## config.mk

```make
export PLATFORM = sky130hd
export DESIGN_NAME = rr_arb8
export DESIGN_NICKNAME = d
export VERILOG_FILES = /design/src/rtl/rr_arb8_pkg.sv /design/src/rtl/mux8.sv /design/src/rtl/rr_pick8.sv /design/src/rtl/rr_arb8.sv
export SDC_FILE = /design/constraint.sdc
export NUM_CORES = 1
export LEC_CHECK = 0
export CAP_MARGIN = 10
export CORE_AREA = 2 2 127 129
export CTS_BUF_LIST = sky130_fd_sc_hd__clkbuf_16
export DETAILED_ROUTE_END_ITERATION = 16
export DIE_AREA = 0 0 129 131
export PLACE_DENSITY = 0.75
export SYNTH_ARGS = -nofsm -noshare
export SYNTH_HDL_FRONTEND = slang
export SYNTH_SLANG_ARGS = --single-unit
```

## constraint.sdc

```tcl
create_clock -name clk -period 9.8 [get_ports clk]
set_input_delay 0.98 -clock clk [delete_from_list [all_inputs] [get_ports clk]]
set_output_delay 0.98 -clock clk [all_outputs]
set_load 0.1 [all_outputs]
```

## src/rtl/rr_arb8_pkg.sv

```systemverilog
// Shared arbiter types and sizing for the eight-way round-robin arbiter.
// Pure declarations: no timing and no backpressure of its own.
// Imported by rr_pick8 and rr_arb8.
package rr_arb8_pkg;

    localparam int ARB_N     = 8;
    localparam int ARB_IDX_W = 3;

    typedef enum logic [1:0] {
        IDLE   = 2'd0,
        HOLD   = 2'd1,
        LOCKED = 2'd2
    } arb_state_t;

endpackage

```

## src/rtl/mux8.sv

```systemverilog
// Shared 8:1 payload mux of the core datapath.
// Combinational, zero latency.
// No flow control; the select owner handles backpressure.
module mux8 #(
    parameter int WIDTH = 32
) (
    input  logic [7:0][WIDTH-1:0] in_data,
    input  logic [2:0]            sel,
    output logic [WIDTH-1:0]      out_data
);

    assign out_data = in_data[sel];

endmodule

```

## src/rtl/rr_pick8.sv

```systemverilog
// Rotating priority pick: first valid requester at ptr, ptr+1, ... ptr+7 (mod 8).
// Combinational, zero latency.
// No flow control; any is low when no requester is valid.
module rr_pick8
    import rr_arb8_pkg::*;
(
    input  logic [ARB_N-1:0]     req_valid,
    input  logic [ARB_IDX_W-1:0] ptr,
    output logic [ARB_N-1:0]     pick,
    output logic [ARB_IDX_W-1:0] pick_idx,
    output logic                 any
);

    logic [ARB_IDX_W-1:0] cand;

    always_comb begin
        any      = 1'b0;
        pick_idx = '0;
        cand     = '0;
        for (int i = 0; i < ARB_N; i++) begin
            cand = ptr + ARB_IDX_W'(i);
            if (!any && req_valid[cand]) begin
                any      = 1'b1;
                pick_idx = cand;
            end
        end
    end

    assign pick = any ? ({{(ARB_N-1){1'b0}}, 1'b1} << pick_idx) : '0;

endmodule

```

## src/rtl/rr_arb8.sv

```systemverilog
// Eight-requester round-robin arbiter driving the mux8 select; RR_ARB8_LOCK_EN adds multi-beat lock.
// Zero-latency grant; ptr/state/hold_idx update at the edge after a transfer or stall.
// Grant held stable while out_ready is low; priority advances only on accepted transfers.
module rr_arb8
    import rr_arb8_pkg::*;
#(
    parameter int WIDTH = 32
) (
    input  logic                        clk,
    input  logic                        rst_aL,
    input  logic [ARB_N-1:0]            req_valid,
    input  logic [ARB_N-1:0][WIDTH-1:0] req_data,
    input  logic [ARB_N-1:0]            req_last,
    output logic [ARB_N-1:0]            req_ready,
    output logic                        out_valid,
    output logic [WIDTH-1:0]            out_data,
    input  logic                        out_ready,
    output logic [ARB_IDX_W-1:0]        sel,
    output logic [ARB_N-1:0]            grant
);

    arb_state_t           state, state_nxt;
    logic [ARB_IDX_W-1:0] ptr, ptr_nxt;
    logic [ARB_IDX_W-1:0] hold_idx, hold_idx_nxt;
    logic [ARB_N-1:0]     pick;
    logic [ARB_IDX_W-1:0] pick_idx;
    logic                 pick_any;
    logic [ARB_IDX_W-1:0] grant_idx;
    logic                 cand_valid;
    logic                 xfer;
    logic                 last_beat;

`ifdef RR_ARB8_LOCK_EN
    logic [ARB_IDX_W-1:0] lock_idx, lock_idx_nxt;
    assign last_beat = req_last[grant_idx];
`else
    logic unused_last;
    assign unused_last = ^req_last;
    assign last_beat   = 1'b1;
`endif

    rr_pick8 u_pick (
        .req_valid (req_valid),
        .ptr       (ptr),
        .pick      (pick),
        .pick_idx  (pick_idx),
        .any       (pick_any)
    );

    always_comb begin
        grant_idx  = pick_idx;
        cand_valid = pick_any;
        case (state)
            HOLD: begin
                grant_idx  = hold_idx;
                cand_valid = req_valid[hold_idx];
            end
`ifdef RR_ARB8_LOCK_EN
            LOCKED: begin
                grant_idx  = lock_idx;
                cand_valid = req_valid[lock_idx];
            end
`endif
            default: ;
        endcase
    end

    // Outputs are forced quiet while reset is asserted, even with requesters valid.
    assign out_valid = rst_aL & cand_valid;
    assign grant     = out_valid ? ({{(ARB_N-1){1'b0}}, 1'b1} << grant_idx) : '0;
    assign sel       = out_valid ? grant_idx : '0;
    assign req_ready = grant & {ARB_N{out_ready}};
    assign xfer      = out_valid & out_ready;

    mux8 #(.WIDTH(WIDTH)) u_mux (
        .in_data  (req_data),
        .sel      (sel),
        .out_data (out_data)
    );

    always_comb begin
        state_nxt    = state;
        ptr_nxt      = ptr;
        hold_idx_nxt = hold_idx;
`ifdef RR_ARB8_LOCK_EN
        lock_idx_nxt = lock_idx;
`endif
        if (xfer) begin
            if (last_beat) begin
                state_nxt = IDLE;
                ptr_nxt   = grant_idx + 3'd1;
            end else begin
                // Mid-packet beat: ptr stays put until the last beat is accepted.
                state_nxt = LOCKED;
`ifdef RR_ARB8_LOCK_EN
                lock_idx_nxt = grant_idx;
`endif
            end
        end else if (out_valid && state == IDLE) begin
            state_nxt    = HOLD;
            hold_idx_nxt = grant_idx;
        end
    end

    always_ff @(posedge clk or negedge rst_aL) begin
        if (!rst_aL) begin
            state    <= IDLE;
            ptr      <= '0;
            hold_idx <= '0;
`ifdef RR_ARB8_LOCK_EN
            lock_idx <= '0;
`endif
        end else begin
            state    <= state_nxt;
            ptr      <= ptr_nxt;
            hold_idx <= hold_idx_nxt;
`ifdef RR_ARB8_LOCK_EN
            lock_idx <= lock_idx_nxt;
`endif
        end
    end

endmodule
```

==> qor.log <==
[outcome] status finished, final reports clean
[drt] routed length on met3 1220 um
[clock_tree] maximum count of clock buffers along a single path 2
[setup_path] worst-path cell with the longest stage delay sky130_fd_sc_hd__clkdlybuf4s50_1
[placement] IO buf count 318
[setup_path] Critical Path AT 7040 ps
[synth] flip-flop cell with the highest count after synthesis sky130_fd_sc_hd__dfrtp_1
[sta] final period utilization 81.9%
[sta] Final Critical Period 8020 ps
[sta] final hold violation count 0
[synth] area of the mapped netlist 4220 um^2
[hold_path] HP Class reg -> reg
[sta] Max Clock Freq 125 MHz
[setup_path] Reg2Reg Capture Point ptr[2]
[synth] count of unique library cells instantiated by Yosys 57
[setup_path] most common cell type on the critical path sky130_fd_sc_hd__mux2i_1
[clock_tree] clock net sink count 7
[drt] number of optimization iterations in the first detailed-route pass 5
[run] max-cap check violation count 0
[setup_path] peak per-stage delay on the critical path 1190 ps
[placement] pre-CTS worst setup slack 2030 ps
[cells_and_area] relative area change from synthesis to final layout 79.7%
[clock_tree] TritonCTS clock tree built
[die] chip width 129 um
[setup_path] category of the worst setup path capture point output port
[synth] EDFF count, synth 0
[clock_tree] clock-pin slew on the worst setup and hold paths 30 ps
[drt] routed len/inst 19.0 um
[die] floorplan die height 131 um
[drt] Via-to-Cell Ratio 5.12
[drt] Post-Route M1 WL 7470 um
[synth] Async SR Flop Fraction 100%
[global_routing] initial antenna violation count 2
[global_routing] number of global-route vias before repair 5046
[setup_path] setup slack, reg-to-reg 4680 ps
[sta] total negative slack for setup checks 0 ps
[clock_tree] CTS root buffer sky130_fd_sc_hd__clkbuf_16
[die] FP Rows 46
[synth] Mapped Avg Cell Area 8.37 um^2
[hold_path] startpoint of the most critical hold path hold_idx[1]
[cells_and_area] post-layout net count 1071
[clock_tree] Gates resized, CTS repair 0
[cells_and_area] commonest cells after routing, fill and taps aside sky130_fd_sc_hd__clkdlybuf4s50_1 (318), sky130_fd_sc_hd__mux2i_1 (107), sky130_fd_sc_hd__nor2b_1 (35)
[clock_tree] setup bufs post-CTS 0
[synth] number of standard cells after synthesis 504
[global_routing] largest net degree at the start of global routing 53
[sta] worst-margin pin slew 1040 ps
[sta] clk_skew 0.156 ps
[drt] total wire length after detailed routing 19100 um
[synth] number of warnings issued by yosys 0
[hold_path] end of the worst hold path hold_idx[1]
[drt] met2 routed wirelength 10000 um
[sta] Max Transition Viols Final 0
[drt] remaining antenna violation count 0
[global_routing] first-pass GRT wire length 27600 um
[placement] detailed placement HPWL 15100 um
[die] Die Area 16900 um^2
[synth] register area share after synthesis 4.15%
[drt] routed vias 5150
[synth] net count after synthesis 786
[setup_path] Critical Path Start Type flop
[synth] number of synthesized register bits 7
[setup_path] start-to-end type of the worst setup path reg -> out
[clock_tree] source-to-sink clock delay at the later pin of the worst-skew pair 230 ps
[drt] First DRT Iteration DRCs 290
[die] I/O pin count 327
[global_routing] remaining global-route overflow 0
[die] starting density of the core 27.0%
[clock_tree] H-tree depth reported by CTS 1
[die] area of the placeable core 15600 um^2
[setup_path] CP max FO 41
[clock_tree] number of hold buffers added after CTS 0
[setup_path] number of buffer and inverter stages on the critical path 3
[setup_path] length in cells of the worst reg-to-reg path 12
[global_routing] GRT Total Usage 21.0%
[sta] setup repair after global routing missed its margin no
[setup_path] critical-path cell list inv_1, ha_1, mux2i_1, mux4_2, a32oi_1, nor2_1, a41o_2, a31oi_4, buf_4, mux2i_1, a22o_1, a211oi_1, clkdlybuf4s50_1
[sta] Setup-failing EPs final 0
[setup_path] family with the most delay on the worst path compound AO/OA/AOI/OAI gates
[sta] Worst Setup Slack, final 1780 ps
[cells_and_area] fraction of final layout cells with drive strength greater than 1 8.12%
[cells_and_area] most common cell after layout, fill and taps aside sky130_fd_sc_hd__clkdlybuf4s50_1
[hold_path] depth of the worst hold-timing path 1
[setup_path] FF-to-FF Start ptr[0]
[drt] Max Used Layer met5
[drt] detailed-route DRC error count 0
[clock_tree] TritonCTS Buffers 3
[setup_path] worst path required time 8820 ps
[placement] final weighted congestion in routability-driven placement 0.908
[sta] Max-Slew Margin vs Limit 30.3%
[synthesized netlist by cell type, drive strengths merged, types with 4 or more instances]
| master | instances | area share (%) |
|---|---|---|
| mux2i | 108 | 26 |
| a211oi | 35 | 8.8 |
| nor2b | 35 | 5.2 |
| nand2b | 34 | 5.0 |
| nor3 | 34 | 4.0 |
| o21a | 33 | 5.9 |
| a22o | 32 | 6.6 |
| buf | 23 | 4.4 |
| clkbuf | 23 | 2.0 |
| nand2 | 16 | 1.4 |
| mux4 | 14 | 7.5 |
| inv | 13 | 1.2 |
| and3 | 12 | 1.8 |
| nor2 | 12 | 1.2 |
| mux2 | 11 | 3.0 |
| and2 | 8 | 1.2 |
| dfrtp | 7 | 4.2 |
| ha | 7 | 2.1 |
| o21ai | 7 | 0.83 |
| nand3 | 4 | 0.47 |
| o211ai | 4 | 0.83 |
[state kept, by name, indices dropped and copies added (netlist names)]
signal,cells
hold_idx,3
state,1
ptr,3
[per-layer routing]
layer | vias to the layer above | GRT usage, %
met5 | - | 0
met4 | 2 | 6.01
met3 | 29 | 3.75
met2 | 246 | 38.5
met1 | 2388 | 25.1
li1 | 2485 | -
[stage by stage]
stage                     hold WS (ps)  utilization (%)  std cells  area, um^2
final                              586             48.6       1005        7580
after detailed placement           560             48.1       1000        7500
after floorplan                    523                -        504        4220
after CTS                          590             48.6       1004        7580
after global routing               606             48.6       1004        7580
after global placement             545             48.1       1000        7500
[how the worst max path moves through the flow]
stage                   end    from  depth (start not counted)  slack [ps]
2_1_floorplan   out_data[0]  ptr[1]                         14        1540
3_3_place_gp   out_data[31]  ptr[0]                         13        2040
3_5_place_dp   out_data[31]  ptr[0]                         13        2030
4_1_cts        out_data[31]  ptr[0]                         13        1780
5_1_grt        out_data[31]  ptr[0]                         13        1370
6_report       out_data[28]  ptr[0]                         13        1780
[logic make-up after synthesis]
| family | share of synthesized area [%] |
|---|---|
| AOI/OAI and AO/OA | 27.5 |
| xor gates and xnor gates | 0.831 |
| adders and majority gates | 2.08 |
| buffers and inverters | 7.59 |
| DFF | 4.15 |
| muxes | 36.4 |
| and+or+nand+nor | 21.4 |
[cell type report]
| type | count | area [um^2] |
|---|---|---|
| diodes | 1 | 2.50 |
| inverters | 13 | 48.8 |
| well taps | 216 | 270 |
| clock buffers | 3 | 75.1 |
| repair buffers | 326 | 3260 |
| flip-flops and latches | 7 | 175 |
| clock inverters | 1 | 3.75 |
| fillers | 1532 | 8010 |
| multi-input cells | 438 | 3750 |
[worst reg2reg max path, delay by kind of cell (launching register included)]
| kind | cells | cell delay, ps |
|---|---|---|
| AO/OA/AOI/OAI | 2 | 850 |
| AND/OR/NAND/NOR | 2 | 800 |
| flip-flops | 1 | 680 |
| multiplexers | 3 | 960 |
| buffers and inverters | 2 | 420 |
| adder cells (fa/ha/maj) | 3 | 1290 |
Power is left out: the tool's default activity adds up to more than one toggle a clock period on the data nets, which glitch-free logic cannot reach.
==> edit 1, RTL diff (same flow settings) <==
`WIDTH` is set to 32 in 2 places; all go to 64.
--- a/src/rtl/mux8.sv
+++ b/src/rtl/mux8.sv
@@ -4,3 +4,3 @@
 module mux8 #(
-    parameter int WIDTH = 32
+    parameter int WIDTH = 64
 ) (
--- a/src/rtl/rr_arb8.sv
+++ b/src/rtl/rr_arb8.sv
@@ -6,3 +6,3 @@
 #(
-    parameter int WIDTH = 32
+    parameter int WIDTH = 64
 ) (
Interface: changed (resized out_data and req_data); port bits go from 327 to 615. No check against the original RTL was run, so the function may have changed too.
==> edit 1 against the unedited design <==
Area after synthesis increased by 44%. The flow now stops in 3_2_place_iop.
==> edit 1: results <==
group,metric,value,unit
synthesis,synthMuxAreaShare,19.8,%
synthesis,synth_cell_type_count,59,
synthesis,synth_ff_type,"dfrtp_1",
outcome,stop_error,"[ERROR PPL-0024] Number of IO pins (615) exceeds maximum number of available positions (460). Increase the die perimeter from 520.00um to 836.40um.",
synthesis,synthTopCellsByArea,"o21ai_0 (16%), mux2i_1 (12%), nor3_1 (11%)",
synthesis,synth_compound_area_share,30.8,%
synthesis,synthAdderAreaFrac,1.44,%
synthesis,synth-async-reset-ratio,100,%
synthesis,yosys_warnings,0,
outcome,status,"aborted with a tool error",
synthesis,seq_area_frac_synth,2.87,%
outcome,stop_stage,"3_2_place_iop",
synthesis,syn_nets,1517,
synthesis,yosys_register_bits,7,
synthesis,syn-instance-count,979,
floorplan,start_util,39.1,%
synthesis,synth_commonest_cells,"o21ai_0 (200), nor2_1 (138), nor3_1 (130)",
synthesis,synthXorXnorAreaFrac,0.575,%
-- edit 1: kinds of logic after synthesis --
logic type | after synthesis
flip-flops | 7
XOR/XNOR | 4
AND/OR/NAND/NOR | 449
adder cells (fa/ha/maj) | 7
AO/OA/AOI/OAI | 296
multiplexers | 101
buffers and inverters | 115
==> edit 2, RTL diff (same settings) <==
Made on the original files. Make the reset (`rst_aL`) synchronous in one clocked block.
--- a/src/rtl/rr_arb8.sv
+++ b/src/rtl/rr_arb8.sv
@@ -104,3 +104,3 @@
 
-    always_ff @(posedge clk or negedge rst_aL) begin
+    always_ff @(posedge clk) begin
         if (!rst_aL) begin
Behaviour: no difference found for any inputs over 10 cycles, from zero or initial values and one cycle with rst_aL low; that may be too few to reach the edited logic, so the function may still have changed.
==> edit 2 against the unedited design <==
Count of clock-buffer cells in the layout is the same. First-iteration DRC count up 5.2%. Setup slack improved by 0.11 ns. Synthesized cell count grew 5.4%. Final area shrank 0.99%. Routed wire length rose by 8.1%. Core utilization decreased by 0.48 points. Global-route usage grew 1.3 points. Clock skew about the same. Area after synthesis increased by 0.98%. Sequential cell count stayed put. Highest routed layer unchanged.
==> edit 2: results <==
group,metric,value,unit
placement,numPortBuffers,318,
routing,wl_per_cell,20.1,µm
routing,first_pass_iters,6,
synthesis,seq_area_frac_synth,3.29,%
grt,antenna_found_initial,3,
synthesis,synth_cell_type_count,72,
grt,grt_pass1_vias,5281,
power_and_ir_drop,power.leakage,0.00281,µW
outcome,status,"completed",
synthesis,synth_commonest_cells,"mux2i_1 (94), nand2_1 (57), a22oi_1 (46)",
grt,grt_max_degree,64,
placement,gp_congestion,0.872,
synthesis,yosys_warnings,0,
clock_tree,insertion_delay,0.23,ns
worst_hold_path,hold_class,"reg -> reg",
final_layout,drive_gt1_share,10.6,%
clock_tree,cts-root-buf,"clkbuf_16",
critical_path,max_stage_delay,0.97,ns
routing,vias_per_cell,5.45,
final_layout,finish.net_count,1096,
synthesis,synthTopCellsByArea,"mux2i_1 (22%), mux4_2 (9.0%), a22oi_1 (8.1%)",
sta,clock_skew,0.000596,ns
routing,drt_iter0_markers,305,
clock_tree,post_cts_buffers,0,
clock_tree,clk_path_buf_depth,2,
power_and_ir_drop,ir_drop,0.113,mV
job,cap_violations,0,
synthesis,synth-async-reset-ratio,0,%
clock_tree,numCtsBuffers,3,
synthesis,synth_ff_type,"dfxtp_1",
placement,hpwl,16.3,mm
synthesis,syn_nets,813,
synthesis,syn_area_per_cell,8.02,µm²
placement,dp_slack,2.22,ns
sta,max_slew_margin,32.4,%
critical_path,cp_top_family,"compound AO/OA/AOI/OAI gates",
clock_tree,htreeDepth,1,
critical_path,cp_slowest_cell,"clkdlybuf4s50_1",
grt,grt_pass1_wl,29.8,mm
final_layout,instances_no_fill,1030,
critical_path,crit_fanout,20,
grt,track_usage,22.3,%
clock_tree,clk_pin_slew,0.04,ns
critical_path,crit_arrival,6.94,ns
==> edit 2: cell count changes in the layout (fill, tap and decap cells not counted), moves of 31 or more <==
cell and change:
a22oi_1 +46, nand2_1 +41, nor2b_1 -32, o21a_1 -32, buf_4 +31, nor3_1 -31
==> edit 2: worst register-to-register path, stage by stage, from the launching register on <==
cell     delay [ns]
dfxtp_1        0.73
inv_1          0.29
ha_1           0.95
mux2_2         0.45
mux4_2         0.52
o32ai_4        0.36
a22oi_1        0.13
o32ai_1        0.39
a21oi_1        0.18
a21oi_1        0.29
inv_1          0.11
ha_1           0.24
ha_1           0.28
nand3_1        0.06
a21oi_1        0.13
==> edit 2: cell families after synthesis <==
family          synth area share, %
compound gates                 33.4
xor+xnor                      0.617
fa+ha+maj                      2.06
buf+inv                        8.31
flops                          3.29
mux                            34.1
simple gates                   18.3
==> edit 2: layout make-up <==
cell class | count | area (µm²)
Clock inverter | 1 | 3.75
Multi-Input combinational cell | 462 | 3780
Clock buffer | 3 | 75.1
Sequential cell | 7 | 140
Inverter | 13 | 53.8
Tap cell | 216 | 270
Timing Repair Buffer | 327 | 3180
Antenna cell | 1 | 2.50
Fill cell | 1495 | 8090
==> edit 2: where the power goes <==
part           switching, µW  internal (µW)
sequential              7.86           31.3
clock                   15.4           53.0
combinational            803            384
==> edit 2: layer usage <==
layer / up-vias / global-route usage [%] / routed length [µm]
met5: - / 0 / 27
met4: 4 / 3.52 / 230
met3: 22 / 4.56 / 1580
met2: 238 / 37.8 / 10100
met1: 2671 / 29.9 / 8700
li1: 2679 / - / -
==> edit 2: per-stage QoR <==
step	utilization [%]	total power, µW	area, µm²
after floorplan	-	917	4260
after global placement	47.6	1220	7430
after detailed placement	47.6	1220	7430
after CTS	48.1	1300	7510
after global routing	48.1	1350	7510
final	48.1	1290	7510
==> edit 2: worst paths after layout <==
path / start / slack [ns] / to / cells past startpoint
max: ptr[1] / 1.88 / out_data[20] / 12
min: hold_idx[1] / 0.59 / hold_idx[1] / 2
max reg2reg: ptr[1] / 4.62 / ptr[2] / 14
min reg2reg: hold_idx[1] / 0.59 / hold_idx[1] / 2
